## src/rtl/keypad_pkg.sv

```systemverilog
// Shared keypad definitions: key codes, one-hot key encoder and entry FSM states.
package keypad_pkg;

    localparam logic [3:0] KEY_STAR = 4'hA;
    localparam logic [3:0] KEY_HASH = 4'hB;
    localparam logic [3:0] KEY_NONE = 4'hF;

    typedef enum logic [0:0] {
        COLLECT = 1'b0,
        COMMIT  = 1'b1
    } entry_state_e;

    // Only an exactly-one-hot word names a key; idle or chorded words read as NONE.
    function automatic logic [3:0] encode_key(input logic [11:0] key_word);
        logic [3:0] code;
        case (key_word)
            12'h001: code = 4'd1;
            12'h002: code = 4'd2;
            12'h004: code = 4'd3;
            12'h008: code = 4'd4;
            12'h010: code = 4'd5;
            12'h020: code = 4'd6;
            12'h040: code = 4'd7;
            12'h080: code = 4'd8;
            12'h100: code = 4'd9;
            12'h200: code = KEY_STAR;
            12'h400: code = 4'd0;
            12'h800: code = KEY_HASH;
            default: code = KEY_NONE;
        endcase
        return code;
    endfunction

endpackage

```

## src/rtl/keypad_debounce.sv

```systemverilog
// Synchronises and debounces the scanner key word; raises one event per physical press.
module keypad_debounce
    import keypad_pkg::*;
#(
    parameter int SAMPLE_DIV   = 25000,
    parameter int DEBOUNCE_CNT = 4
) (
    input  logic        clk,
    input  logic        rst,
    input  logic [11:0] key_data,
    output logic        press,
    output logic [3:0]  press_code,
    output logic        key_evt,
    output logic [3:0]  key_code
);

    localparam int PW = (SAMPLE_DIV > 2) ? $clog2(SAMPLE_DIV) : 1;
    localparam int CW = $clog2(DEBOUNCE_CNT + 1);
    localparam logic [PW-1:0] DIV_LAST = PW'(SAMPLE_DIV - 1);
    localparam logic [CW-1:0] CNT_MAX  = CW'(DEBOUNCE_CNT);

    logic [11:0]   sync1_q, sync1_d, sync2_q, sync2_d;
    logic [PW-1:0] pre_q, pre_d;
    logic [3:0]    cand_q, cand_d, acc_q, acc_d, key_code_q, key_code_d;
    logic [CW-1:0] stable_q, stable_d;
    logic          key_evt_q, key_evt_d;
    logic          tick_s;
    logic [3:0]    code_s;

    // Next-state for synchroniser, prescaler, debounce filter and press detection.
    always_comb begin
        sync1_d  = key_data;
        sync2_d  = sync1_q;
        code_s   = encode_key(sync2_q);
        tick_s   = (pre_q == DIV_LAST);
        cand_d   = cand_q;
        stable_d = stable_q;
        acc_d    = acc_q;
        if (tick_s) begin
            pre_d = '0;
            if (code_s != cand_q) begin
                cand_d   = code_s;
                stable_d = CW'(1);
            end else if (stable_q != CNT_MAX) begin
                stable_d = stable_q + 1'b1;
            end else begin
                stable_d = stable_q;
            end
            // Acceptance uses the updated count so DEBOUNCE_CNT=1 accepts on first sight.
            if (stable_d == CNT_MAX) begin
                acc_d = cand_d;
            end else begin
                acc_d = acc_q;
            end
        end else begin
            pre_d = pre_q + 1'b1;
        end
        press      = (acc_q == KEY_NONE) && (acc_d != KEY_NONE);
        press_code = acc_d;
        key_evt_d  = press;
        key_code_d = press ? acc_d : key_code_q;
    end

    // Debounce state registers.
    always_ff @(posedge clk or posedge rst) begin
        if (rst) begin
            sync1_q    <= 12'h000;
            sync2_q    <= 12'h000;
            pre_q      <= '0;
            cand_q     <= KEY_NONE;
            stable_q   <= '0;
            acc_q      <= KEY_NONE;
            key_evt_q  <= 1'b0;
            key_code_q <= 4'h0;
        end else begin
            sync1_q    <= sync1_d;
            sync2_q    <= sync2_d;
            pre_q      <= pre_d;
            cand_q     <= cand_d;
            stable_q   <= stable_d;
            acc_q      <= acc_d;
            key_evt_q  <= key_evt_d;
            key_code_q <= key_code_d;
        end
    end

    assign key_evt  = key_evt_q;
    assign key_code = key_code_q;

endmodule

```

## src/rtl/keypad_entry_ctrl.sv

```systemverilog
// Keypad entry sequencer: builds a BCD entry from debounced presses and hands
// committed entries downstream over valid/ready.
module keypad_entry_ctrl
    import keypad_pkg::*;
#(
    parameter int SAMPLE_DIV   = 25000,
    parameter int DEBOUNCE_CNT = 4,
    parameter int MAX_DIGITS   = 4
) (
    input  logic                               clk,
    input  logic                               rst,
    input  logic [11:0]                        key_data,
    output logic                               key_evt,
    output logic [3:0]                         key_code,
    output logic [4*MAX_DIGITS-1:0]            disp_bcd,
    output logic [$clog2(MAX_DIGITS+1)-1:0]    disp_len,
    output logic                               overflow,
    output logic                               entry_valid,
    input  logic                               entry_ready,
    output logic [4*MAX_DIGITS-1:0]            entry_bcd,
    output logic [$clog2(MAX_DIGITS+1)-1:0]    entry_len
);

    localparam int BW = 4 * MAX_DIGITS;
    localparam int LW = $clog2(MAX_DIGITS + 1);
    localparam logic [LW-1:0] MAX_LEN = LW'(MAX_DIGITS);

    logic          press_s;
    logic [3:0]    press_code_s;
    entry_state_e  state_q, state_d;
    logic [BW-1:0] disp_bcd_q, disp_bcd_d, entry_bcd_q, entry_bcd_d, shifted_s;
    logic [LW-1:0] disp_len_q, disp_len_d, entry_len_q, entry_len_d;
    logic          entry_valid_q, entry_valid_d, overflow_q, overflow_d;

    keypad_debounce #(
        .SAMPLE_DIV   (SAMPLE_DIV),
        .DEBOUNCE_CNT (DEBOUNCE_CNT)
    ) u_debounce (
        .clk        (clk),
        .rst        (rst),
        .key_data   (key_data),
        .press      (press_s),
        .press_code (press_code_s),
        .key_evt    (key_evt),
        .key_code   (key_code)
    );

    // Entry FSM: acts on the press strobe so buffer updates land with key_evt.
    always_comb begin
        state_d       = state_q;
        disp_bcd_d    = disp_bcd_q;
        disp_len_d    = disp_len_q;
        entry_bcd_d   = entry_bcd_q;
        entry_len_d   = entry_len_q;
        entry_valid_d = entry_valid_q;
        overflow_d    = 1'b0;
        shifted_s     = disp_bcd_q << 4'd4;
        shifted_s[3:0] = press_code_s;
        case (state_q)
            COLLECT: begin
                if (press_s && (press_code_s <= 4'd9)) begin
                    if (disp_len_q < MAX_LEN) begin
                        disp_bcd_d = shifted_s;
                        disp_len_d = disp_len_q + 1'b1;
                    end else begin
                        overflow_d = 1'b1;
                    end
                end else if (press_s && (press_code_s == KEY_STAR)) begin
                    if (disp_len_q != '0) begin
                        disp_bcd_d = disp_bcd_q >> 4'd4;
                        disp_len_d = disp_len_q - 1'b1;
                    end else begin
                        disp_len_d = disp_len_q;
                    end
                end else if (press_s && (press_code_s == KEY_HASH)) begin
                    if (disp_len_q != '0) begin
                        entry_bcd_d   = disp_bcd_q;
                        entry_len_d   = disp_len_q;
                        entry_valid_d = 1'b1;
                        state_d       = COMMIT;
                    end else begin
                        state_d = COLLECT;
                    end
                end else begin
                    state_d = COLLECT;
                end
            end
            COMMIT: begin
                // Keys are ignored here; only the handshake releases the entry.
                if (entry_valid_q && entry_ready) begin
                    entry_valid_d = 1'b0;
                    disp_bcd_d    = '0;
                    disp_len_d    = '0;
                    state_d       = COLLECT;
                end else begin
                    state_d = COMMIT;
                end
            end
            default: begin
                state_d = COLLECT;
            end
        endcase
    end

    // Entry FSM and buffer registers.
    always_ff @(posedge clk or posedge rst) begin
        if (rst) begin
            state_q       <= COLLECT;
            disp_bcd_q    <= '0;
            disp_len_q    <= '0;
            entry_bcd_q   <= '0;
            entry_len_q   <= '0;
            entry_valid_q <= 1'b0;
            overflow_q    <= 1'b0;
        end else begin
            state_q       <= state_d;
            disp_bcd_q    <= disp_bcd_d;
            disp_len_q    <= disp_len_d;
            entry_bcd_q   <= entry_bcd_d;
            entry_len_q   <= entry_len_d;
            entry_valid_q <= entry_valid_d;
            overflow_q    <= overflow_d;
        end
    end

    assign disp_bcd    = disp_bcd_q;
    assign disp_len    = disp_len_q;
    assign overflow    = overflow_q;
    assign entry_valid = entry_valid_q;
    assign entry_bcd   = entry_bcd_q;
    assign entry_len   = entry_len_q;

endmodule
```

## config.mk

```make
export PLATFORM = sky130hd
export DESIGN_NAME = keypad_entry_ctrl
export DESIGN_NICKNAME = d
export VERILOG_FILES = /design/src/rtl/keypad_pkg.sv /design/src/rtl/keypad_debounce.sv /design/src/rtl/keypad_entry_ctrl.sv
export SDC_FILE = /design/constraint.sdc
export NUM_CORES = 1
export LEC_CHECK = 0
export CAP_MARGIN = 30
export CORE_MARGIN = 2
export CORE_UTILIZATION = 50
export DETAILED_ROUTE_END_ITERATION = 8
export PLACE_DENSITY = 0.75
export SLEW_MARGIN = 15
export SYNTH_ARGS = -nofsm -noshare
export SYNTH_HDL_FRONTEND = slang
export SYNTH_SLANG_ARGS = --single-unit
```

## constraint.sdc

```tcl
create_clock -name clk -period 7.3 [get_ports clk]
set_clock_uncertainty 0.2 [all_clocks]
set_input_delay 2.19 -clock clk [delete_from_list [all_inputs] [get_ports clk]]
set_output_delay 2.19 -clock clk [all_outputs]
set_load 0.005 [all_outputs]
```

Yosys cells after proc, flatten, opt, wreduce, memory -nomap -nowiden
Cells that the tools add are included.
{"block": "op_classes", "muxes": 35, "eq_ne": 28, "magnitude_cmp": 2, "bitwise": 3, "addsub": 4, "n_reduce_logical": 9}
{"cell": "2-to-1 mux 16 bit", "count": 5}
{"cell": "case mux 4 bit (12 select lines)", "count": 1}
{"cell": "case mux 16 bit (2 select lines)", "count": 1}
{"cell": "2-to-1 mux 3 bit", "count": 8}
{"cell": "adder 15 x 1 -> 15 bit (second input constant)", "count": 1}
{"cell": "== test 15 bit (second input constant)", "count": 1}
{"cell": "2-to-1 mux 15 bit", "count": 1}
{"cell": "2-to-1 mux 1 bit", "count": 13}
{"cell": "== test 12 x 1 -> 1 bit (second input constant)", "count": 1}
{"cell": "== test 12 x 10 -> 1 bit (second input constant)", "count": 1}
{"cell": "== test 12 x 11 -> 1 bit (second input constant)", "count": 1}
{"cell": "== test 12 bit (second input constant)", "count": 1}
{"cell": "== test 12 x 2 -> 1 bit (second input constant)", "count": 1}
{"cell": "== test 12 x 3 -> 1 bit (second input constant)", "count": 1}
{"cell": "== test 12 x 4 -> 1 bit (second input constant)", "count": 1}
{"cell": "== test 12 x 5 -> 1 bit (second input constant)", "count": 1}
{"cell": "== test 12 x 6 -> 1 bit (second input constant)", "count": 1}
{"cell": "== test 12 x 7 -> 1 bit (second input constant)", "count": 1}
{"cell": "== test 12 x 8 -> 1 bit (second input constant)", "count": 1}
{"cell": "== test 12 x 9 -> 1 bit (second input constant)", "count": 1}
{"cell": "== test 4 bit (second input constant)", "count": 3}
{"cell": "2-to-1 mux 4 bit", "count": 3}
{"cell": "!= test 3 bit (second input constant)", "count": 4}
{"cell": "AND reduction 5 bit", "count": 2}
{"cell": "15 further kinds", "count": 26}
{"block": "totals", "register_bits": 96, "in_bits": 15, "wordCells": 96, "out_inout_bits": 45}

Depth between registers and ports, before layout
{"block": "logic_depth", "depth_word": 15, "depth_mapped": 18, "depth_no_buf": 15}

By module
From an unflattened synthesis, not the netlist that was laid out.
{"block": "hier_totals", "hier_cells": 373, "area_unflattened_um2": 4640.7}
{"mod": "keypad_debounce", "instances": 1, "cells_each": 228, "area_per_inst_um2": 2657.5}
{"mod": "keypad_entry_ctrl", "instances": 1, "cells_each": 145, "area_per_inst_um2": 1983.2}

Worst setup path after synthesis
Ideal clock, no wire load.
{"block": "synth_path", "path_type": "reg-to-reg", "start": "register u_debounce.sync2_q[5]", "end": "register disp_len_q[1], in the netlist disp_len[1]", "t_required_ns": 6.963, "period_less_slack_ns": 4.157, "path_slack_ns": 3.143, "stages_incl_launch_ff": 17, "setup_time_ns": 0.137, "path_buffers": 3, "arrival_ns": 3.820, "path_cell_list": "dfrtp_1 or4_1 nor4_4 nor3_1 a2111o_1 a211oi_2 nor2_1 or4_1 buf_2 buf_6 inv_1 ha_1 nor2_1 o21ai_0 o31a_1 clkbuf_1 o21ai_0"}
{"block": "synth_between", "elab_chain_cells": 13}
{"item": "start: declaration", "line_no": "keypad_debounce.sv:22", "source": "logic [11:0] sync1_q, sync1_d, sync2_q, sync2_d;"}
{"item": "start signal: assignment", "line_no": "keypad_debounce.sv:77", "source": "sync2_q <= sync2_d;"}
{"item": "== test 12 bit (tied with other cells)", "line_no": "keypad_pkg.sv:16", "source": "case (key_word)"}
{"item": "case mux 4 bit (12 select lines) (*)", "line_no": "keypad_pkg.sv:16"}
{"item": "!= test 4 bit", "line_no": "keypad_debounce.sv:41", "source": "if (code_s != cand_q) begin"}
{"item": "2-to-1 mux 3 bit", "line_no": "keypad_debounce.sv:41"}
{"item": "2-to-1 mux 3 bit", "line_no": "keypad_debounce.sv:39", "source": "if (tick_s) begin"}
{"item": "== test 3 bit", "line_no": "keypad_debounce.sv:50", "source": "if (stable_d == CNT_MAX) begin"}
{"item": "2-to-1 mux 4 bit (*)", "line_no": "keypad_debounce.sv:50"}
{"item": "2-to-1 mux 4 bit (*)", "line_no": "keypad_debounce.sv:39"}
{"item": "branches (longest 5 deep; another with less-or-equal comparator 4 bit)"}
{"item": "end signal: assignment", "line_no": "keypad_entry_ctrl.sv:118", "source": "disp_len_q <= disp_len_d;"}
{"item": "end: declaration", "line_no": "keypad_entry_ctrl.sv:32", "source": "logic [LW-1:0] disp_len_q, disp_len_d, entry_len_q, entry_len_d;"}
Every way passes the cells marked *. The select of a mux whose other input is x is not followed.
A chain may end at the register's enable or synchronous reset.

Worst setup path in the final report
{"block": "layout_path", "start": "register u_debounce.sync2_q[8]", "end": "register disp_bcd_q[15], in the netlist disp_bcd[15]"}
{"block": "layout_between", "elab_chain_cells": 13}
{"item": "== test 12 bit (tied with other cells)", "line_no": "keypad_pkg.sv:16"}
{"item": "case mux 4 bit (12 select lines) (*)", "line_no": "keypad_pkg.sv:16"}
{"item": "!= test 4 bit", "line_no": "keypad_debounce.sv:41"}
{"item": "2-to-1 mux 3 bit", "line_no": "keypad_debounce.sv:41"}
{"item": "2-to-1 mux 3 bit", "line_no": "keypad_debounce.sv:39"}
{"item": "== test 3 bit", "line_no": "keypad_debounce.sv:50"}
{"item": "2-to-1 mux 4 bit (*)", "line_no": "keypad_debounce.sv:50"}
{"item": "2-to-1 mux 4 bit (*)", "line_no": "keypad_debounce.sv:39"}
{"item": "branches (longest 5 deep; another with less-or-equal comparator 4 bit)"}
{"item": "end signal: assignment", "line_no": "keypad_entry_ctrl.sv:117", "source": "disp_bcd_q <= disp_bcd_d;"}
{"item": "end: declaration", "line_no": "keypad_entry_ctrl.sv:31", "source": "logic [BW-1:0] disp_bcd_q, disp_bcd_d, entry_bcd_q, entry_bcd_d, shifted_s;"}
Marks and branches as above.

==> summary.txt <==
Max stage delay on crit path - 0.81 ns
Synth top area share - 51.01%
Place WS - 2.350 ns
Setup violators final - 0
Crit path from - u_debounce.sync2_q[8]
Hold-fix buffers, CTS - 0
Buffers on Ports - 59
RSZ-0062 raised after global routing - no
Post-synth EDFFs - 0
Outcome - completed
Switch Pwr - 0.0002140 W
Final setup margin - 2.288 ns
Setup_tns - 0 ns
Detailed placer's ending HPWL - 6319 µm
Clock Power Share - 35.8%
Yosys cell types - 59
GR Util All Layers - 20.03%
Die footprint - 0.009393 mm²
Critical Path End Type - register
H-tree depth - 3
Initial Util - 52.01%
Yosys warnings - 0
Internal - 0.0006794 W
Leakage Power - 2.263 nW
Vias in the first global route - 3098
Most frequent cells in the layout - dfrtp_1, clkdlybuf4s50_1, nand2_1
Max-Cap Viols - 0
Initial antenna violation count - 0
Largest cells by area after synthesis - dfrtp_1, mux2_2, dfstp_2
Worst-Margin Slew - 0.9052 ns
CP arrival - 5.06 ns
CTS Buf Count - 9
Drt first pass iters - 4
CTS resizes - 0
Post-Syn Area - 0.004317 mm²
Net Sw Frac - 23.95%
Async SR Flop Fraction - 100.0%
Critical-path top delay cell - or4_1
Drc violations - 0
Tcrit/Tclk final - 68.66%
Hold Violations, Final - 0
Pwr Density - 171.9 mW/mm²
Peak supply drop - 0.09410 mV
CTS max path bufs - 2
Min Tclk post-route - 5.012 ns
DIE HEIGHT - 96.92 µm
Sequential fraction of design power - 61.1%
I/O pin cnt - 60
Placeable Area - 0.008299 mm²
Power share of the combinational group - 3.1%
Vias per cell - 5.708
Mapped Cells - 366
Final WL - 8899 µm
Row cnt - 33
Antenna Cells - 0
Register area share after synthesis - 55.88%
Synth Area per Inst - 11.79 µm²
Worst EP required - 7.35 ns
Hold path start - u_debounce.sync1_q[10]
Commonest non-fill, non-tap cell in the layout - dfrtp_1
Crit path kind - register to register
Rel. slew slack - 39.66%
CTS Root Cell - clkbuf_8
Wire per inst - 16.54 µm
Antenna-violating nets left - 0
Worst skew pair latency - 0.36 ns
Via count - 3071
Worst-path clk slew - 0.09 ns
Die X - 96.92 µm
Leading area contributor after synthesis - dfrtp_1
Hold_ws - 0.1546 ns
Final Util - 62.61%
Post-CTS setup buffer count - 0
Highest Clock Rate - 0.1995 GHz
CTS tree - built
R2r setup slk - 2.29 ns
#FFs+latches synth - 96
Final GP Congestion - 0.8361
Sink Count - 96
Fin. max-slew vios - 0
Area grow syn2layout - 20.38%
RR Startpoint - u_debounce.sync2_q[8]
Ys flop type - dfrtp_1
First-pass GRT wire length - 15310 µm
Pin count of the biggest net entering global routing - 50
DRT iter0 DRCs - 166
Hold WC Path Type - register to register
Layout cells sized above 1 - 15.94%
Startpoint types - register
Crit-path most repeated cell - nor2_1
Global route overflow - 0
Worst-path fanout max - 25
CP Cell Sequence - or4_4, nor4_4, nor3_1, a2111o_1, a211oi_2, nor2_1, or4_1, inv_1, ha_1, nor2_1, o21ai_0, o31a_1, nor4_2, a22o_1
Nets - 448
Net Count, Synth - 386
[final timing paths]
check,cells after the start,end
max,14,disp_bcd[15]
min,0,u_debounce.sync2_q[10]
max reg2reg,14,disp_bcd[15]
min reg2reg,0,u_debounce.sync2_q[10]
max in group asynchronous,3,u_debounce.sync2_q[5]
min in group asynchronous,2,entry_bcd[8]
[through the flow]
step / instances / power, W / instance area [µm²]
after floorplan: 366 / 0.0005698 / 4317
after global placement: 521 / 0.0005840 / 5004
after detailed placement: 521 / 0.0005841 / 5004
after CTS: 537 / 0.0009031 / 5181
after global routing: 538 / 0.0009301 / 5196
final: 538 / 0.0008934 / 5196
[sequential cells by signal, indices dropped and copies added (netlist names), 3 cells and up]
signal               count
u_debounce.sync1_q      12
disp_bcd                16
disp_len                 3
entry_bcd               16
u_debounce.acc_q         4
u_debounce.pre_q        15
u_debounce.sync2_q      12
u_debounce.stable_q      3
u_debounce.cand_q        4
entry_len                3
u_debounce.key_code      4
[critical path: cells and delay by family, from the launching register on]
family                   cells  cell delay (ns)
buffers and inverters        1             0.14
AO/OA/AOI/OAI                5             1.78
flip-flops                   1             0.46
AND/OR/NAND/NOR              7             2.14
adder cells (fa/ha/maj)      1             0.17
[power by group through the flow]
stage	logic [W]	clock network, W	registers, W
after CTS	0.0000281	0.000329	0.000546
after global routing	0.0000312	0.000351	0.000547
after floorplan	0.0000163	0	0.000554
after detailed placement	0.0000280	0	0.000556
after global placement	0.0000278	0	0.000556
final	0.0000275	0.000320	0.000546
[synth_stat cells, types with 3 or more instances]
master and number:
a21o_1 4, a21oi_1 5, a22o_1 15, a2bb2oi_1 3
a31oi_1 4, and2_1 4, and3_1 6, buf_2 4
clkbuf_1 5, dfrtp_1 88, dfstp_2 8, ha_1 4
inv_1 9, mux2_2 26, mux2_4 3, nand2_1 29
nand2b_1 3, nand3_1 13, nor2_1 25, nor2b_1 4
nor3_1 10, nor4_1 8, o21a_1 3, o21ai_0 16
o31ai_1 3, xnor2_1 7, xor2_1 13
[cell type report]
cell class | instances | area (µm²)
multi-input cells | 250 | 1819
fillers | 660 | 3103
clock buffers | 10 | 127.6
inverters | 9 | 35.03
flip-flops and latches | 96 | 2412
well taps | 105 | 131.4
clock inverters | 6 | 50.05
repair buffers | 62 | 620.6
[routing by layer]
metal / track usage, % / routed length, µm
met5: 0 / 0
met4: 6.934 / 142
met3: 4.118 / 328
met2: 30.66 / 4183
met1: 28.63 / 4245
[kinds of logic (layout without fill, tap and decap cells)]
logic type                 count (synthesis)  after routing  share of synthesized area, %
adders and majority gates                  5              5                         1.623
buffers and inverters                     20             87                         2.116
and+or+nand+nor                          122            122                         15.68
DFF                                       96             96                         55.88
AOI/OAI and AO/OA                         70             70                         11.83
muxes                                     33             33                         8.811
xor gates and xnor gates                  20             20                         4.058
Power figures use the tool's default switching activity.
==> RTL change 1, RTL diff (same flow settings) <==
`SAMPLE_DIV` is set to 25000 in 2 places; all go to 100000.
--- a/src/rtl/keypad_debounce.sv
+++ b/src/rtl/keypad_debounce.sv
@@ -2,7 +2,7 @@
 module keypad_debounce
     import keypad_pkg::*;
 #(
-    parameter int SAMPLE_DIV   = 25000,
+    parameter int SAMPLE_DIV   = 100000,
     parameter int DEBOUNCE_CNT = 4
 ) (
     input  logic        clk,
--- a/src/rtl/keypad_entry_ctrl.sv
+++ b/src/rtl/keypad_entry_ctrl.sv
@@ -3,7 +3,7 @@
 module keypad_entry_ctrl
     import keypad_pkg::*;
 #(
-    parameter int SAMPLE_DIV   = 25000,
+    parameter int SAMPLE_DIV   = 100000,
     parameter int DEBOUNCE_CNT = 4,
     parameter int MAX_DIGITS   = 4
 ) (
Check against the original RTL: same outputs for any inputs over 10 cycles, from zero or initial values and one cycle with rst high; that may be too few to reach the edited logic, so the function may still have changed.
==> RTL change 1 against the original RTL <==
Worst setup slack better by 0.053 ns. Area after synthesis up 8.3%. Synthesized cell count up 4.6%. Power up 5.3%. Clock power up 10%. Final area up 6.1%. Wire length up 2.9%. Sequential cell count up 2.
==> RTL change 1: results (changes against the original RTL) <==
- Outcome: finished clean (unchanged)
- CTS Buffer Depth: 2 (unchanged)
- First-pass GRT wire length: 15.5 mm (was 15.3 mm)
- Lkg Pwr: 2.34 nW (was 2.26 nW)
- Total CTS buffers: 9 (unchanged)
- Area contributors post-synth: dfrtp_1, dfstp_2, mux2_1 (was dfrtp_1, mux2_2, dfstp_2)
- Top Family by Delay on Critical Path: simple AND/OR/NAND/NOR gates (unchanged)
- Iteration-0 DRC Markers: 133 (was 166)
- CTS root buf: clkbuf_8 (unchanged)
- Post-DR wirelength/cell: 16.5 um (about the same)
- Initial antenna violation count: 0 (unchanged)
- Net Sw Frac: 22.2% (was 24.0%)
- Placed cell area: 5310 um^2 (was 5000 um^2)
- Clock insertion delay at the later pin of the skew report: 0.35 ns
- Reg clk slew, reported paths: 0.09 ns (about the same)
- Arr. time, crit path: 5.02 ns (was 5.06 ns)
- Routed WL: 9.16 mm (was 8.90 mm)
- Synth Warn #: 0 (unchanged)
- Synth top cells by count: dfrtp_1, nor2_1, mux2_1 (was dfrtp_1, nand2_1, mux2_2)
- Sequential share of the synthesized area: 52.7% (was 55.9%)
- Worst-path fanout max: 17 (was 25)
- Overall routing resource usage: 19.2% (was 20.0%)
- Vias/cell: 5.85 (was 5.71)
- Largest net degree at the start of global routing: 51 (was 50)
- Cell count after placement: 538 (was 521)
- GPL Wtd Cong: 0.904 (was 0.836)
- TritonRoute pass-1 iters: 4 (unchanged)
- Setup bufs post-CTS: 0 (unchanged)
- Slowest cell delay on critical path: 0.60 ns (was 0.81 ns)
- Fillcell total: 735 (was 660)
- Vias in the first global route: 3118 (was 3098)
- Tightest Pin Transition: 0.777 ns (was 0.905 ns)
- Largest register FFs: 17
- Post-cts sizing count: 0 (unchanged)
- Largest register by flop count: u_debounce.pre_q
- Hold crit path type: reg2reg (unchanged)
- Slowest-stage cell, CP: or4_4 (was or4_1)
- Synth unique cells: 71 (was 59)
- CTS H-tree depth: 3 (unchanged)
- Final #Nets: 458 (was 448)
- Mean Syn Cell Area: 12.2 um^2 (was 11.8 um^2)
- Post-Syn Nets: 403 (was 386)
- Share of layout cells above drive strength 1: 13.3% (was 15.9%)
- Worst VDD drop: 0.111 mV (was 0.0941 mV)
- Final HPWL DP: 6.56 mm (was 6.32 mm)
-- RTL change 1: cell type report --
cell class	count	area share, %
sequential	98	44.7
multi-input combinational	260	37.5
timing repair buffer	62	11.1
clock buffer	11	2.56
tap	111	2.52
clock inverter	5	1.16
inverter	7	0.522
-- RTL change 1: cell families after synthesis --
family	Yosys count	share of synthesized area (%)
simple gates	122	16.8
flops	98	52.7
compound gates	74	13.2
mux	36	8.40
buf+inv	25	3.16
xor+xnor	23	4.31
fa+ha+maj	5	1.50
-- RTL change 1: routing by layer --
| layer | vias to the layer above | track usage (%) | wire length, um |
|---|---|---|---|
| li1 | 1520 | - | - |
| met1 | 1629 | 27.3 | 4240 |
| met2 | 77 | 29.5 | 4400 |
| met3 | 17 | 3.40 | 330 |
| met4 | 0 | 7.38 | 184 |
| met5 | - | 0 | 0 |
-- RTL change 1: path summary, 6_finish.rpt --
path | slack, ns | cells after the start | end | startpoint
setup / recovery | 2.34 | 13 | disp_bcd[1] | u_debounce.sync2_q[3]
hold / removal | 0.15 | 0 | u_debounce.sync2_q[2] | u_debounce.sync1_q[2]
setup reg to reg | 2.34 | 13 | disp_bcd[1] | u_debounce.sync2_q[3]
hold reg to reg | 0.15 | 0 | u_debounce.sync2_q[2] | u_debounce.sync1_q[2]
max in group asynchronous | 3.83 | 3 | u_debounce.pre_q[14] | rst
min in group asynchronous | 2.04 | 2 | entry_bcd[0] | rst
-- RTL change 1: power by group through the flow --
stage	Clock [mW]	Sequential, mW	Combinational, mW
floorplan	0	0.563	0.0241
global placement	0	0.568	0.0304
detailed placement	0	0.569	0.0307
CTS	0.363	0.559	0.0310
global route	0.388	0.560	0.0344
finish	0.352	0.559	0.0300
-- RTL change 1: through the flow --
stage | setup WS (ns) | power (mW) | utilization, %
after global routing | 2.01 | 0.982 | 60.2
after detailed placement | 2.36 | 0.600 | 58.0
after CTS | 2.35 | 0.953 | 60.2
final | 2.34 | 0.941 | 60.2
after floorplan | 2.36 | 0.587 | -
after global placement | 2.53 | 0.599 | 57.9
==> RTL change 2, RTL diff (config.mk and constraints unchanged) <==
Made on the original files. Reset style: synchronous (`rst`), changed in 2 clocked blocks.
--- a/src/rtl/keypad_debounce.sv
+++ b/src/rtl/keypad_debounce.sv
@@ -62,7 +62,7 @@
     end
 
     // Debounce state registers.
-    always_ff @(posedge clk or posedge rst) begin
+    always_ff @(posedge clk) begin
         if (rst) begin
             sync1_q    <= 12'h000;
             sync2_q    <= 12'h000;
--- a/src/rtl/keypad_entry_ctrl.sv
+++ b/src/rtl/keypad_entry_ctrl.sv
@@ -103,7 +103,7 @@
     end
 
     // Entry FSM and buffer registers.
-    always_ff @(posedge clk or posedge rst) begin
+    always_ff @(posedge clk) begin
         if (rst) begin
             state_q       <= COLLECT;
             disp_bcd_q    <= '0;
Formal check against the unedited RTL: same outputs for any inputs over 10 cycles, from zero or initial values and one cycle with rst high; that may be too few to reach the edited logic, so the function may still have changed.
==> RTL change 2 against the original RTL <==
Via count grew 22%. Area after synthesis up 5.7%. Die area grew 5.4%. Sequential cell count did not move. Critical path depth is 1 lower. Core utilization down 1.5 points. Worst setup slack gained 0.51 ns. Wire length is 14% higher. Final area grew 3.5%. Fmax grew 11%.
Power is not compared: it rests on default switching activity, and its combinational part moved more than twofold at a synthesized area within 25%.
==> RTL change 2: results (changes against the original RTL) <==
- Outcome: finished clean (unchanged)
- Vias in the first global route: 3594 (was 3098)
- Worst-path fanout max: 16 (was 25)
- Placed cell area: 5180 um^2 (was 5000 um^2)
- Vias/cell: 5.81 (was 5.71)
- Tightest hold margin: 0.246 ns (was 0.155 ns)
- Setup WS pre-CTS: 2.82 ns (was 2.35 ns)
- Synth Area in Compound Gates: 19.0% (was 11.8%)
- Post-Syn Nets: 503 (was 386)
- First-pass GRT wire length: 17.4 mm (was 15.3 mm)
- Setup crit end: disp_bcd[1] (was disp_bcd[15])
- Met1 usage: 29.0% (was 28.6%)
- Metal2 WL: 4.90 mm (was 4.18 mm)
- Share of layout cells above drive strength 1: 9.50% (was 15.9%)
- Post-DR wirelength/cell: 15.8 um (was 16.5 um)
- TritonRoute pass-1 iters: 5 (was 4)
- Routed vias: 3749 (was 3071)
- Synth top cells by count: dfxtp_1, nor2_1, mux2i_1, nor2b_1, nand2_1 (was dfrtp_1, nand2_1, mux2_2)
- Cell count after placement: 628 (was 521)
- Sequential share of the synthesized area: 42.1% (was 55.9%)
- GRT met2 Usage: 36.0% (was 30.7%)
- Met1 WL: 4.79 mm (was 4.25 mm)
- Area contributors post-synth: dfxtp_1, mux2i_1, nor2_1 (was dfrtp_1, mux2_2, dfstp_2)
- Asr flop ratio synth: 0% (was 100%)
- Post-Synth Adder-Cell Area: 1.54% (was 1.62%)
- Setup crit start: u_debounce.sync2_q[1] (was u_debounce.sync2_q[8])
- R2R cell count: 13 (was 14)
- Post-layout min period: 4.51 ns (was 5.01 ns)
- Max_slew headroom: 53.3% (was 39.7%)
- Met3 GRT Util: 4.29% (was 4.12%)
- Final HPWL DP: 7.50 mm (was 6.32 mm)
- Iteration-0 DRC Markers: 181 (was 166)
- Synth unique cells: 64 (was 59)
- Mean Syn Cell Area: 9.44 um^2 (was 11.8 um^2)
- Final #Nets: 552 (was 448)
## RTL change 2: cell count changes after synthesis, sizes merged, moves of 9 or more
| cell | delta |
|---|---|
| a21oi | +9 |
| a22o | -15 |
| dfrtp | -88 |
| dfxtp | +96 |
| mux2 | -31 |
| mux2i | +30 |
| nand2b | +11 |
| nor2 | +29 |
| nor2b | +28 |
| o21ai | +14 |
| o2bb2ai | +11 |
## RTL change 2: layout make-up
class	count	area, um^2
fillers	781	3430
multi-input cells	350	2470
flip-flops and latches	96	1920
repair buffers	63	616
well taps	108	135
clock buffers	10	128
clock inverters	6	67.6
inverters	12	45.0
## RTL change 2: worst min-delay path by stage
stage / to / cells after the start / start
6_report: u_debounce.sync2_q[4] / 1 / u_debounce.sync1_q[4]
5_1_grt: u_debounce.sync2_q[4] / 1 / u_debounce.sync1_q[4]
4_1_cts: u_debounce.sync2_q[7] / 1 / u_debounce.sync1_q[7]
3_5_place_dp: u_debounce.sync2_q[4] / 1 / u_debounce.sync1_q[4]
3_3_place_gp: u_debounce.sync2_q[3] / 1 / u_debounce.sync1_q[3]
2_1_floorplan: u_debounce.sync2_q[0] / 1 / u_debounce.sync1_q[0]
## RTL change 2: report_power, final
part	switching, mW	internal (mW)	total, mW
Combinational	0.0614	0.0390	0.100
Sequential	0.00972	0.531	0.540
Clock	0.181	0.160	0.341
## RTL change 2: worst max-delay path, cell delays in order (launching register included)
cell and delay, ns:
dfxtp_1 0.46, or4_4 0.62, nor4_4 0.30, and2_1 0.31, a2111oi_4 0.12, nor3_2 0.56, nor3_1 0.17, ha_1 0.24
nor2_1 0.11, o2111ai_1 0.14, a2bb2oi_2 0.52, nor2_1 0.25, buf_4 0.25, o2bb2ai_2 0.13
